===== src/rtl/rv_ctrl_pkg.sv =====
// Shared constants and types for the RV32 multi-cycle control path.
// Holds opcode values, ALUOp and ALU operation encodings, datapath mux
// selects, the sequencer state encoding and the control-strobe bundle.
package rv_ctrl_pkg;

    localparam int unsigned OPCODE_W = 7;
    localparam int unsigned FUNCT_W  = 4;
    localparam int unsigned ALUOP_W  = 2;
    localparam int unsigned OPER_W   = 4;
    localparam int unsigned SEL_W    = 2;
    localparam int unsigned STATE_W  = 4;

    // Supported major opcodes (IR[6:0])
    localparam logic [OPCODE_W-1:0] OP_R      = 7'b0110011;
    localparam logic [OPCODE_W-1:0] OP_I      = 7'b0010011;
    localparam logic [OPCODE_W-1:0] OP_LOAD   = 7'b0000011;
    localparam logic [OPCODE_W-1:0] OP_STORE  = 7'b0100011;
    localparam logic [OPCODE_W-1:0] OP_BRANCH = 7'b1100011;

    // ALUOp encodings driven into ALU_Control
    localparam logic [ALUOP_W-1:0] ALUOP_ADD   = 2'b00;
    localparam logic [ALUOP_W-1:0] ALUOP_SUB   = 2'b01;
    localparam logic [ALUOP_W-1:0] ALUOP_FUNCT = 2'b10;

    // ALU operation codes produced by ALU_Control
    localparam logic [OPER_W-1:0] OPER_AND = 4'b0000;
    localparam logic [OPER_W-1:0] OPER_OR  = 4'b0001;
    localparam logic [OPER_W-1:0] OPER_ADD = 4'b0010;
    localparam logic [OPER_W-1:0] OPER_SUB = 4'b0110;
    localparam logic [OPER_W-1:0] OPER_SLT = 4'b0111;

    // ALU operand selects
    localparam logic [SEL_W-1:0] SRCA_PC    = 2'b00;
    localparam logic [SEL_W-1:0] SRCA_REGA  = 2'b01;
    localparam logic [SEL_W-1:0] SRCA_OLDPC = 2'b10;
    localparam logic [SEL_W-1:0] SRCB_REGB  = 2'b00;
    localparam logic [SEL_W-1:0] SRCB_FOUR  = 2'b01;
    localparam logic [SEL_W-1:0] SRCB_IMM   = 2'b10;

    typedef enum logic [STATE_W-1:0] {
        S_FETCH    = 4'd0,
        S_DECODE   = 4'd1,
        S_EXEC_R   = 4'd2,
        S_EXEC_I   = 4'd3,
        S_ALU_WB   = 4'd4,
        S_MEMADR   = 4'd5,
        S_MEMREAD  = 4'd6,
        S_MEMWRITE = 4'd7,
        S_MEM_WB   = 4'd8,
        S_BRANCH   = 4'd9,
        S_HALT     = 4'd10
    } state_e;

    // Per-cycle datapath strobes issued by the sequencer
    typedef struct packed {
        logic               mem_req;
        logic               iord;
        logic               mem_read;
        logic               mem_write;
        logic               ir_write;
        logic               pc_write;
        logic               pc_src;
        logic [SEL_W-1:0]   alu_src_a;
        logic [SEL_W-1:0]   alu_src_b;
        logic               mem_to_reg;
        logic               reg_write;
        logic [ALUOP_W-1:0] alu_op;
    } ctrl_t;

endpackage


===== src/rtl/ALU_Control.sv =====
// ALU operation decoder.
// Ports: alu_op_i (add/sub/use funct), funct_i ({IR[30], IR[14:12]}),
//        operation_o (4-bit ALU operation).
module ALU_Control
    import rv_ctrl_pkg::*;
(
    input  logic [ALUOP_W-1:0] alu_op_i,
    input  logic [FUNCT_W-1:0] funct_i,
    output logic [OPER_W-1:0]  operation_o
);

    // Fixed add/sub for address and compare, funct decode for ALU instructions
    always_comb begin
        operation_o = OPER_ADD;
        case (alu_op_i)
            ALUOP_ADD: operation_o = OPER_ADD;
            ALUOP_SUB: operation_o = OPER_SUB;
            ALUOP_FUNCT: begin
                case (funct_i)
                    4'b0000: operation_o = OPER_ADD;
                    4'b1000: operation_o = OPER_SUB;
                    4'b0111: operation_o = OPER_AND;
                    4'b0110: operation_o = OPER_OR;
                    4'b0010: operation_o = OPER_SLT;
                    default: operation_o = OPER_ADD;
                endcase
            end
            default: operation_o = OPER_ADD;
        endcase
    end

endmodule


===== src/rtl/multicycle_control.sv =====
// Multi-cycle sequencer for the RV32 subset (R-type, I-ALU, lw, sw, beq).
// One FSM issues per-state datapath strobes; instruction and data accesses
// share one req/ready memory port guarded by a wait-state timeout.
// Ports: clk, reset (async, active-low); Opcode/Funct/Zero from datapath;
//        mem_ready/mem_req memory handshake; IorD, MemRead, MemWrite, IRWrite,
//        PCWrite, PCSrc, ALUSrcA, ALUSrcB, MemtoReg, RegWrite, Operation
//        datapath controls; illegal_op, bus_err sticky status; retired count.
module multicycle_control
    import rv_ctrl_pkg::*;
#(
    parameter int unsigned MEM_TIMEOUT = 16,
    parameter int unsigned CNT_W       = 32
) (
    input  logic                clk,
    input  logic                reset,
    input  logic [OPCODE_W-1:0] Opcode,
    input  logic [FUNCT_W-1:0]  Funct,
    input  logic                Zero,
    input  logic                mem_ready,
    output logic                mem_req,
    output logic                IorD,
    output logic                MemRead,
    output logic                MemWrite,
    output logic                IRWrite,
    output logic                PCWrite,
    output logic                PCSrc,
    output logic [SEL_W-1:0]    ALUSrcA,
    output logic [SEL_W-1:0]    ALUSrcB,
    output logic                MemtoReg,
    output logic                RegWrite,
    output logic [OPER_W-1:0]   Operation,
    output logic                illegal_op,
    output logic                bus_err,
    output logic [CNT_W-1:0]    retired
);

    localparam int unsigned WAIT_W = $clog2(MEM_TIMEOUT + 1);

    state_e              state_q, state_d;
    logic [WAIT_W-1:0]   wait_q, wait_d;
    logic [CNT_W-1:0]    retired_q, retired_d;
    logic                illegal_q, illegal_d;
    logic                bus_err_q, bus_err_d;

    ctrl_t               ctrl_c;
    ctrl_t               ctrl_gated_c;
    logic [FUNCT_W-1:0]  alu_funct_c;
    logic [OPER_W-1:0]   operation_c;
    logic                retire_c;
    logic                timeout_c;

    // State and counters
    always_ff @(posedge clk or negedge reset) begin
        if (!reset) begin
            state_q   <= S_FETCH;
            wait_q    <= '0;
            retired_q <= '0;
            illegal_q <= 1'b0;
            bus_err_q <= 1'b0;
        end else begin
            state_q   <= state_d;
            wait_q    <= wait_d;
            retired_q <= retired_d;
            illegal_q <= illegal_d;
            bus_err_q <= bus_err_d;
        end
    end

    // Next state and Moore strobes; a ready in the timeout cycle still completes
    always_comb begin
        state_d     = state_q;
        ctrl_c      = '0;
        alu_funct_c = Funct;
        retire_c    = 1'b0;
        illegal_d   = illegal_q;
        bus_err_d   = bus_err_q;
        timeout_c   = (wait_q == WAIT_W'(MEM_TIMEOUT));

        case (state_q)
            S_FETCH: begin
                ctrl_c.mem_req   = 1'b1;
                ctrl_c.mem_read  = 1'b1;
                ctrl_c.alu_src_a = SRCA_PC;
                ctrl_c.alu_src_b = SRCB_FOUR;
                ctrl_c.alu_op    = ALUOP_ADD;
                if (mem_ready) begin
                    ctrl_c.ir_write = 1'b1;
                    ctrl_c.pc_write = 1'b1;
                    state_d         = S_DECODE;
                end else if (timeout_c) begin
                    bus_err_d = 1'b1;
                    state_d   = S_HALT;
                end
            end
            S_DECODE: begin
                ctrl_c.alu_src_a = SRCA_OLDPC;
                ctrl_c.alu_src_b = SRCB_IMM;
                ctrl_c.alu_op    = ALUOP_ADD;
                case (Opcode)
                    OP_R:              state_d = S_EXEC_R;
                    OP_I:              state_d = S_EXEC_I;
                    OP_LOAD, OP_STORE: state_d = S_MEMADR;
                    OP_BRANCH:         state_d = S_BRANCH;
                    default: begin
                        illegal_d = 1'b1;
                        state_d   = S_HALT;
                    end
                endcase
            end
            S_EXEC_R: begin
                ctrl_c.alu_src_a = SRCA_REGA;
                ctrl_c.alu_src_b = SRCB_REGB;
                ctrl_c.alu_op    = ALUOP_FUNCT;
                state_d          = S_ALU_WB;
            end
            S_EXEC_I: begin
                // IR[30] is immediate data for I-type, not a sub selector
                ctrl_c.alu_src_a = SRCA_REGA;
                ctrl_c.alu_src_b = SRCB_IMM;
                ctrl_c.alu_op    = ALUOP_FUNCT;
                alu_funct_c      = {1'b0, Funct[2:0]};
                state_d          = S_ALU_WB;
            end
            S_ALU_WB: begin
                ctrl_c.reg_write = 1'b1;
                retire_c         = 1'b1;
                state_d          = S_FETCH;
            end
            S_MEMADR: begin
                ctrl_c.alu_src_a = SRCA_REGA;
                ctrl_c.alu_src_b = SRCB_IMM;
                ctrl_c.alu_op    = ALUOP_ADD;
                state_d          = (Opcode == OP_LOAD) ? S_MEMREAD : S_MEMWRITE;
            end
            S_MEMREAD: begin
                ctrl_c.mem_req  = 1'b1;
                ctrl_c.mem_read = 1'b1;
                ctrl_c.iord     = 1'b1;
                if (mem_ready) begin
                    state_d = S_MEM_WB;
                end else if (timeout_c) begin
                    bus_err_d = 1'b1;
                    state_d   = S_HALT;
                end
            end
            S_MEMWRITE: begin
                ctrl_c.mem_req   = 1'b1;
                ctrl_c.mem_write = 1'b1;
                ctrl_c.iord      = 1'b1;
                if (mem_ready) begin
                    retire_c = 1'b1;
                    state_d  = S_FETCH;
                end else if (timeout_c) begin
                    bus_err_d = 1'b1;
                    state_d   = S_HALT;
                end
            end
            S_MEM_WB: begin
                ctrl_c.reg_write  = 1'b1;
                ctrl_c.mem_to_reg = 1'b1;
                retire_c          = 1'b1;
                state_d           = S_FETCH;
            end
            S_BRANCH: begin
                ctrl_c.alu_src_a = SRCA_REGA;
                ctrl_c.alu_src_b = SRCB_REGB;
                ctrl_c.alu_op    = ALUOP_SUB;
                ctrl_c.pc_write  = Zero;
                ctrl_c.pc_src    = Zero;
                retire_c         = 1'b1;
                state_d          = S_FETCH;
            end
            S_HALT: state_d = S_HALT;
            default: state_d = S_HALT;
        endcase
    end

    // Wait counter runs only while parked in a memory state; any entry restarts it
    always_comb begin
        wait_d = '0;
        if ((state_q == S_FETCH || state_q == S_MEMREAD || state_q == S_MEMWRITE)
            && (state_d == state_q)) begin
            wait_d = wait_q + WAIT_W'(1);
        end
    end

    // Retired counter wraps naturally
    always_comb begin
        retired_d = retired_q;
        if (retire_c) begin
            retired_d = retired_q + CNT_W'(1);
        end
    end

    ALU_Control u_alu_ctl (
        .alu_op_i    (ctrl_c.alu_op),
        .funct_i     (alu_funct_c),
        .operation_o (operation_c)
    );

    // Reset forces every control output low without waiting for a clock
    assign ctrl_gated_c = reset ? ctrl_c : '0;

    assign mem_req    = ctrl_gated_c.mem_req;
    assign IorD       = ctrl_gated_c.iord;
    assign MemRead    = ctrl_gated_c.mem_read;
    assign MemWrite   = ctrl_gated_c.mem_write;
    assign IRWrite    = ctrl_gated_c.ir_write;
    assign PCWrite    = ctrl_gated_c.pc_write;
    assign PCSrc      = ctrl_gated_c.pc_src;
    assign ALUSrcA    = ctrl_gated_c.alu_src_a;
    assign ALUSrcB    = ctrl_gated_c.alu_src_b;
    assign MemtoReg   = ctrl_gated_c.mem_to_reg;
    assign RegWrite   = ctrl_gated_c.reg_write;
    assign Operation  = reset ? operation_c : '0;
    assign illegal_op = illegal_q;
    assign bus_err    = bus_err_q;
    assign retired    = retired_q;

endmodule


===== config.mk =====
export PLATFORM = sky130hd
export DESIGN_NAME = multicycle_control
export DESIGN_NICKNAME = d
export VERILOG_FILES = /design/src/rtl/rv_ctrl_pkg.sv /design/src/rtl/ALU_Control.sv /design/src/rtl/multicycle_control.sv
export SDC_FILE = /design/constraint.sdc
export NUM_CORES = 1
export LEC_CHECK = 0
export BUFFER_PORTS_ARGS = -buffer_cell sky130_fd_sc_hd__buf_2
export CELL_PAD_IN_SITES_DETAIL_PLACEMENT = 1
export CELL_PAD_IN_SITES_GLOBAL_PLACEMENT = 1
export CORE_ASPECT_RATIO = 0.9
export CORE_MARGIN = 2
export CORE_UTILIZATION = 40
export DETAILED_ROUTE_END_ITERATION = 10
export GPL_TIMING_DRIVEN = 0
export PLACE_DENSITY_LB_ADDON = 0.1
export SETUP_SLACK_MARGIN = 0.02
export SYNTH_ARGS = -nofsm -noshare
export SYNTH_HDL_FRONTEND = slang
export SYNTH_SLANG_ARGS = --single-unit

===== constraint.sdc =====
create_clock -name clk -period 2.45 [get_ports clk]
set_input_delay 0.49 -clock clk [delete_from_list [all_inputs] [get_ports clk]]
set_output_delay 0.49 -clock clk [all_outputs]
set_load 0.03 [all_outputs]

# Word-level counts from Yosys, hierarchy flattened
# Index checks and enable logic that the tools add are counted.
# Widths: inputs -> output; s select.
[totals] in_bits=15 mem_count=0 ff_bits=43 romBits=0 out_inout_bits=51 wordCells=74 latch_bits=0 ramBits=0
[classes] muxes=27 add_sub_neg=2 bitwise=2 n_mul=0 magnitude_cmp=0 n_reduce_logical=16 n_eq_ne=22 n_div=0 n_shift=0
[op_table] cell="$add 32x1->32 const B" count=1
[op_table] cell="$pmux 4 s4" count=2
[op_table] cell="$pmux 4 s7" count=1
[op_table] cell="$eq 4x3->1 const B" count=6
[op_table] cell="$mux 4" count=6
[op_table] cell="$mux 15" count=1
[op_table] cell="$eq 7x6->1 const B" count=2
[op_table] cell="$reduce_or 2->1" count=7
[op_table] cell="$eq 4x2->1 const B" count=3
[op_table] cell="$eq 4x4->1 const B" count=3
[op_table] cell="$pmux 3 s4" count=1
[op_table] cell="$mux 1" count=10
[op_table] cell="$pmux 4 s2" count=1
[op_table] cell="$eq 7x2->1 const B" count=1
[op_table] cell="$eq 7x5->1 const B" count=1
[op_table] cell="$eq 7x7->1 const B" count=1
[op_table] cell="$reduce_or 3->1" count=2
[op_table] cell="$add 5x1->5 const B" count=1
[op_table] cell="$eq 5x5->1 const B" count=1
[op_table] cell="$mux 5" count=1
[op_table] cell="$reduce_or 5->1" count=1
[op_table] cell="$eq 4x1->1 const B" count=1
[op_table] cell="$eq 4x4->1" count=1
[op_table] cell="$logic_not 4->1" count=1
[op_table] cell="10 further kinds" count=13

# Longest topological paths before layout
[logic_depth] ltp_word=7 mapped_depth=8 mapped_depth_nobuf=7

# Cells and area by module
# From an unflattened synthesis, not the netlist that was laid out.
[hier_totals] hier_cells=257 area_unflattened_um2=2514.9
[modules_own_cells] mod="multicycle_control" area_each_um2=2416.1 seq_area_each_um2=1076.0 n_inst=1 cells_each=244
[modules_own_cells] mod="ALU_Control" area_each_um2=98.8 seq_area_each_um2=0.0 n_inst=1 cells_each=13

# Worst setup path after synthesis
# OpenSTA, ideal clock, no wires.
[synth_path] path_kind="register -> output" startpoint="register state_q[1]" endpoint="output Operation[0]" t_arrival_ps=2298 path_buffers=2 setup_slack_ps=-338 stages_incl_launch_ff=8 path_cell_list="dfrtp_1 buf_2 buf_1 and2_1 inv_1 ha_1 nand2b_1 nor4_1"
[synth_via] elab_chain_cells=6 elab_cells_between_ends=15 classes_between="9 x eq/ne; 5 x mux; 1 x reduce/logical"
[synth_rtl] element="start, declared" line_no="multicycle_control.sv:39" rtl="state_e state_q, state_d;"
[synth_rtl] element="start signal, assigned" line_no="multicycle_control.sv:61" rtl="state_q <= state_d;"
[synth_rtl] element="$eq 4x2->1" line_no="multicycle_control.sv:79" rtl="case (state_q)"
[synth_rtl] element="$mux 4 / $reduce_or 2->1 (equally long branches)"
[synth_rtl] element="$eq 4x2->1 (tied with other cells)" line_no="ALU_Control.sv:19" rtl="case (funct_i)"
[synth_rtl] element="$pmux 3 s4 (tied with other cells)" line_no="ALU_Control.sv:19"
[synth_rtl] element="$pmux 4 s2 (*)" line_no="ALU_Control.sv:15" rtl="case (alu_op_i)"
[synth_rtl] element="$mux 4 (*)" line_no="multicycle_control.sv:215" rtl="assign Operation = reset ? operation_c : '0;"
[synth_rtl] element="end, declared" line_no="multicycle_control.sv:31" rtl="output logic [OPER_W-1:0] Operation,"
# Every way passes the cells marked *; elsewhere a longest branch is shown, timed or not.

# Final worst setup path
[layout_path] startpoint="register state_q[2]" endpoint="output Operation[2]"
# Same word-level chain as after synthesis.

==> results by group <==
Status
  – Status: finished, violations left
  – Failing checks: negative setup slack

Synth
  – Sequential area share after synthesis: 40.30%
  – Main synth FF type: dfrtp_1
  – Net Count, Synth: 286
  – Post-synthesis register bit count: 43
  – Yosys warning count: 0
  – Syn_area_per_cell: 10.04 um^2
  – Post-synth EDFFs: 0
  – Post-synthesis cell area: 2670 um^2
  – Mapped Cells: 266
  – Distinct cells, synth: 51
  – Async SR Flop Fraction: 100.0%

Setup path
  – Data arrival time of the worst path: 2.03 ns
  – Critical Path Source Type: register
  – WS Path Type: register to primary output
  – Worst reg-to-reg setup slack: 0.29 ns
  – Crit Path Max Fanout: 3
  – Critical Path End Type: primary output
  – Worst R2R End: retired[19]
  – Register-to-Register Path Depth: 7
  – CP Data Required Time: 1.96 ns
  – Reg-to-Reg Start: state_q[2]

Timing
  – Max-slew violation count: 0
  – Fin worst setup slack: -0.06889 ns
  – Period utilisation layout: 102.8%
  – Final hold viol count: 0
  – Minimum clock period: 2.519 ns
  – Slew HR: 56.44%
  – Worst-margin pin slew: 0.6534 ns
  – Clock Skew: 0.008235 ns
  – FMAX: 397.0 MHz
  – RSZ-0062 raised after global routing: yes
  – Final number of setup-violating endpoints: 2

Place
  – DPL Wire Length: 4806 um
  – RD Place Congestion: 0.7595
  – Port bufs: 64
  – DP Worst Slack: -0.2948 ns
  – Post-placement cell area: 3114 um^2

Power and ir drop
  – Sw Ratio: 24.20%
  – Internal Pwr Total: 0.9552 mW
  – Overall power: 1.260 mW
  – Clk pwr share: 39.8%
  – VDD IR max: 0.2674 mV
  – Cell Pwr Density: 371.6 nW/um^2
  – Psw: 0.3049 mW
  – Comb pwr share: 4.0%
  – Leakage power: 1.299 nW
  – Seq pwr share: 56.3%

Routing
  – Detailed Routing Iterations Pass 1: 4
  – Total wire length: 6850 um
  – Vias per Instance: 5.324
  – Initial DRC Count: 47
  – WL/cell: 15.75 um
  – DR vias: 2316
  – Routed Antenna Nets: 0
  – Residual DRC: 0

GRT
  – Pin count of the biggest net entering global routing: 52
  – First-pass GRT wire length: 11560 um
  – Initial antenna violation count: 0
  – Gr usage total: 19.22%
  – Vias in the first global route: 2320
  – GRT Residual Overflow: 0

Clock network
  – TritonCTS clock tree: yes
  – Clock Tree Buf Depth: 2
  – Reg clk slew, reported paths: 0.09 ns
  – CTS root buffer: clkbuf_8
  – Sink Count: 43
  – H-tree depth: 2
  – Insertion delay to the later sink of the worst-skew pair: 0.31 ns
  – Hold buffer count at CTS: 0
  – Total CTS buffers: 5

Die
  – Die area: 7346 um^2
  – Boundary pin count: 66
  – Core area: 6516 um^2
  – Placement Rows: 28
  – DIE HEIGHT: 81.51 um
  – Die X: 90.12 um
  – Initial core utilization: 40.98%

Layout
  – Fillers: 787
  – Most frequent cells in the layout: buf_2 (63), dfrtp_1 (42), xor2_1 (22)
  – Finished Cell Area: 3391 um^2
  – Share of cells above drive strength 1: 34.49%
  – Antenna cell count: 0
  – Most common cell after layout, fill and taps aside: buf_2
  – Area delta synth->final: 26.99%
  – Final net count: 364

Run
  – Max Cap Viol: 0

Min path
  – Worst hold path type: input port to async pin
-- per-stage QoR --
stage	hold WS (ns)	util, %	std cells	TNS [ns]
after floorplan	0.1944	-	266	0
after global placement	0.4385	47.79	420	-1.279
final	0.2155	52.04	435	-0.1110
after global routing	0.2505	52.04	435	-0.5136
after CTS	0.2210	51.00	432	-0.09693
after detailed placement	0.4466	47.79	420	-1.517
-- power by group through the flow --
| stage | Combinational, mW | Clock [mW] | Sequential (mW) |
|---|---|---|---|
| floorplan | 0.0123 | 0 | 0.723 |
| global placement | 0.0460 | 0 | 0.723 |
| detailed placement | 0.0466 | 0 | 0.723 |
| CTS | 0.0491 | 0.514 | 0.709 |
| global route | 0.0565 | 0.540 | 0.709 |
| finish | 0.0499 | 0.501 | 0.709 |
-- kinds of logic (layout without fill, tap and decap cells) --
family / after synthesis / after routing / synth area share [%]
muxes: 1 / 1 / 0.4217
buffers and inverters: 34 / 113 / 5.717
xor gates and xnor gates: 35 / 35 / 11.48
and+or+nand+nor: 86 / 86 / 18.23
adders and majority gates: 5 / 5 / 2.343
AOI/OAI and AO/OA: 61 / 61 / 21.37
DFF: 43 / 43 / 40.30
other: 1 / 1 / 0.1404
-- metal layers --
layer	GRT usage, %	routed length [um]	part of all wire, %
met5	0	0	0
met3	3.486	213	3.1
met2	31.88	3320	48
met1	26.15	3254	48
met4	5.385	61	0.89
-- repair_timing --
item / in CTS / in global routing
pin swaps: 4 / 5
setup endpoints to repair: 13 / 7
hold endpoints to repair: 0 / 0
setup buffers: 4 / 3
resized for setup: 24 / 14
-- registers in the layout, indices dropped and copies added (netlist names) --
name and cells:
state_q 4, wait_q 5, retired 32, bus_err 1, illegal_op 1
-- layout make-up --
type | instances | area [um^2] | share of cell area, %
clock inverters | 2 | 16.27 | 0.4797
inverters | 19 | 71.32 | 2.103
plain buffers | 15 | 116.4 | 3.432
flip-flops and latches | 43 | 1077 | 31.77
repair buffers | 71 | 390.4 | 11.51
well taps | 90 | 112.6 | 3.321
multi-input cells | 189 | 1524 | 44.94
clock buffers | 6 | 82.58 | 2.435
-- critical path, stage by stage, from the launching register on --
cell	delay (ns)
dfrtp_2	0.44
buf_4	0.16
nor4bb_4	0.34
o21ai_2	0.11
a2111o_1	0.39
a21oi_2	0.15
buf_6	0.14
-- how the worst max path moves through the flow --
stage,slack (ns),cells after the start,from,end
2_1_floorplan,0.009,7,state_q[1],Operation[0]
6_report,-0.07,6,state_q[2],Operation[2]
3_3_place_gp,-0.27,5,reset,IRWrite
3_5_place_dp,-0.29,5,reset,IRWrite
4_1_cts,-0.05,8,state_q[2],Operation[0]
5_1_grt,-0.17,7,state_q[2],Operation[0]
-- synthesized netlist by cell type (5+ instances only) --
cell / n / area share (%)
inv_1: 19 / 2.7
nand2b_1: 6 / 1.4
and2_1: 8 / 1.9
xnor2_1: 13 / 4.3
clkbuf_1: 5 / 0.70
dfrtp_1: 43 / 40
o21ai_0: 6 / 1.1
nor2_1: 15 / 2.1
a211oi_1: 13 / 3.7
xor2_1: 22 / 7.2
a2111oi_2: 5 / 2.8
nand2_1: 12 / 1.7
ha_1: 5 / 2.3
nor3_1: 6 / 1.1
a21oi_1: 9 / 1.7
nand3_1: 10 / 1.9
buf_2: 5 / 0.94
No activity file was read; power rests on OpenSTA's default activity.
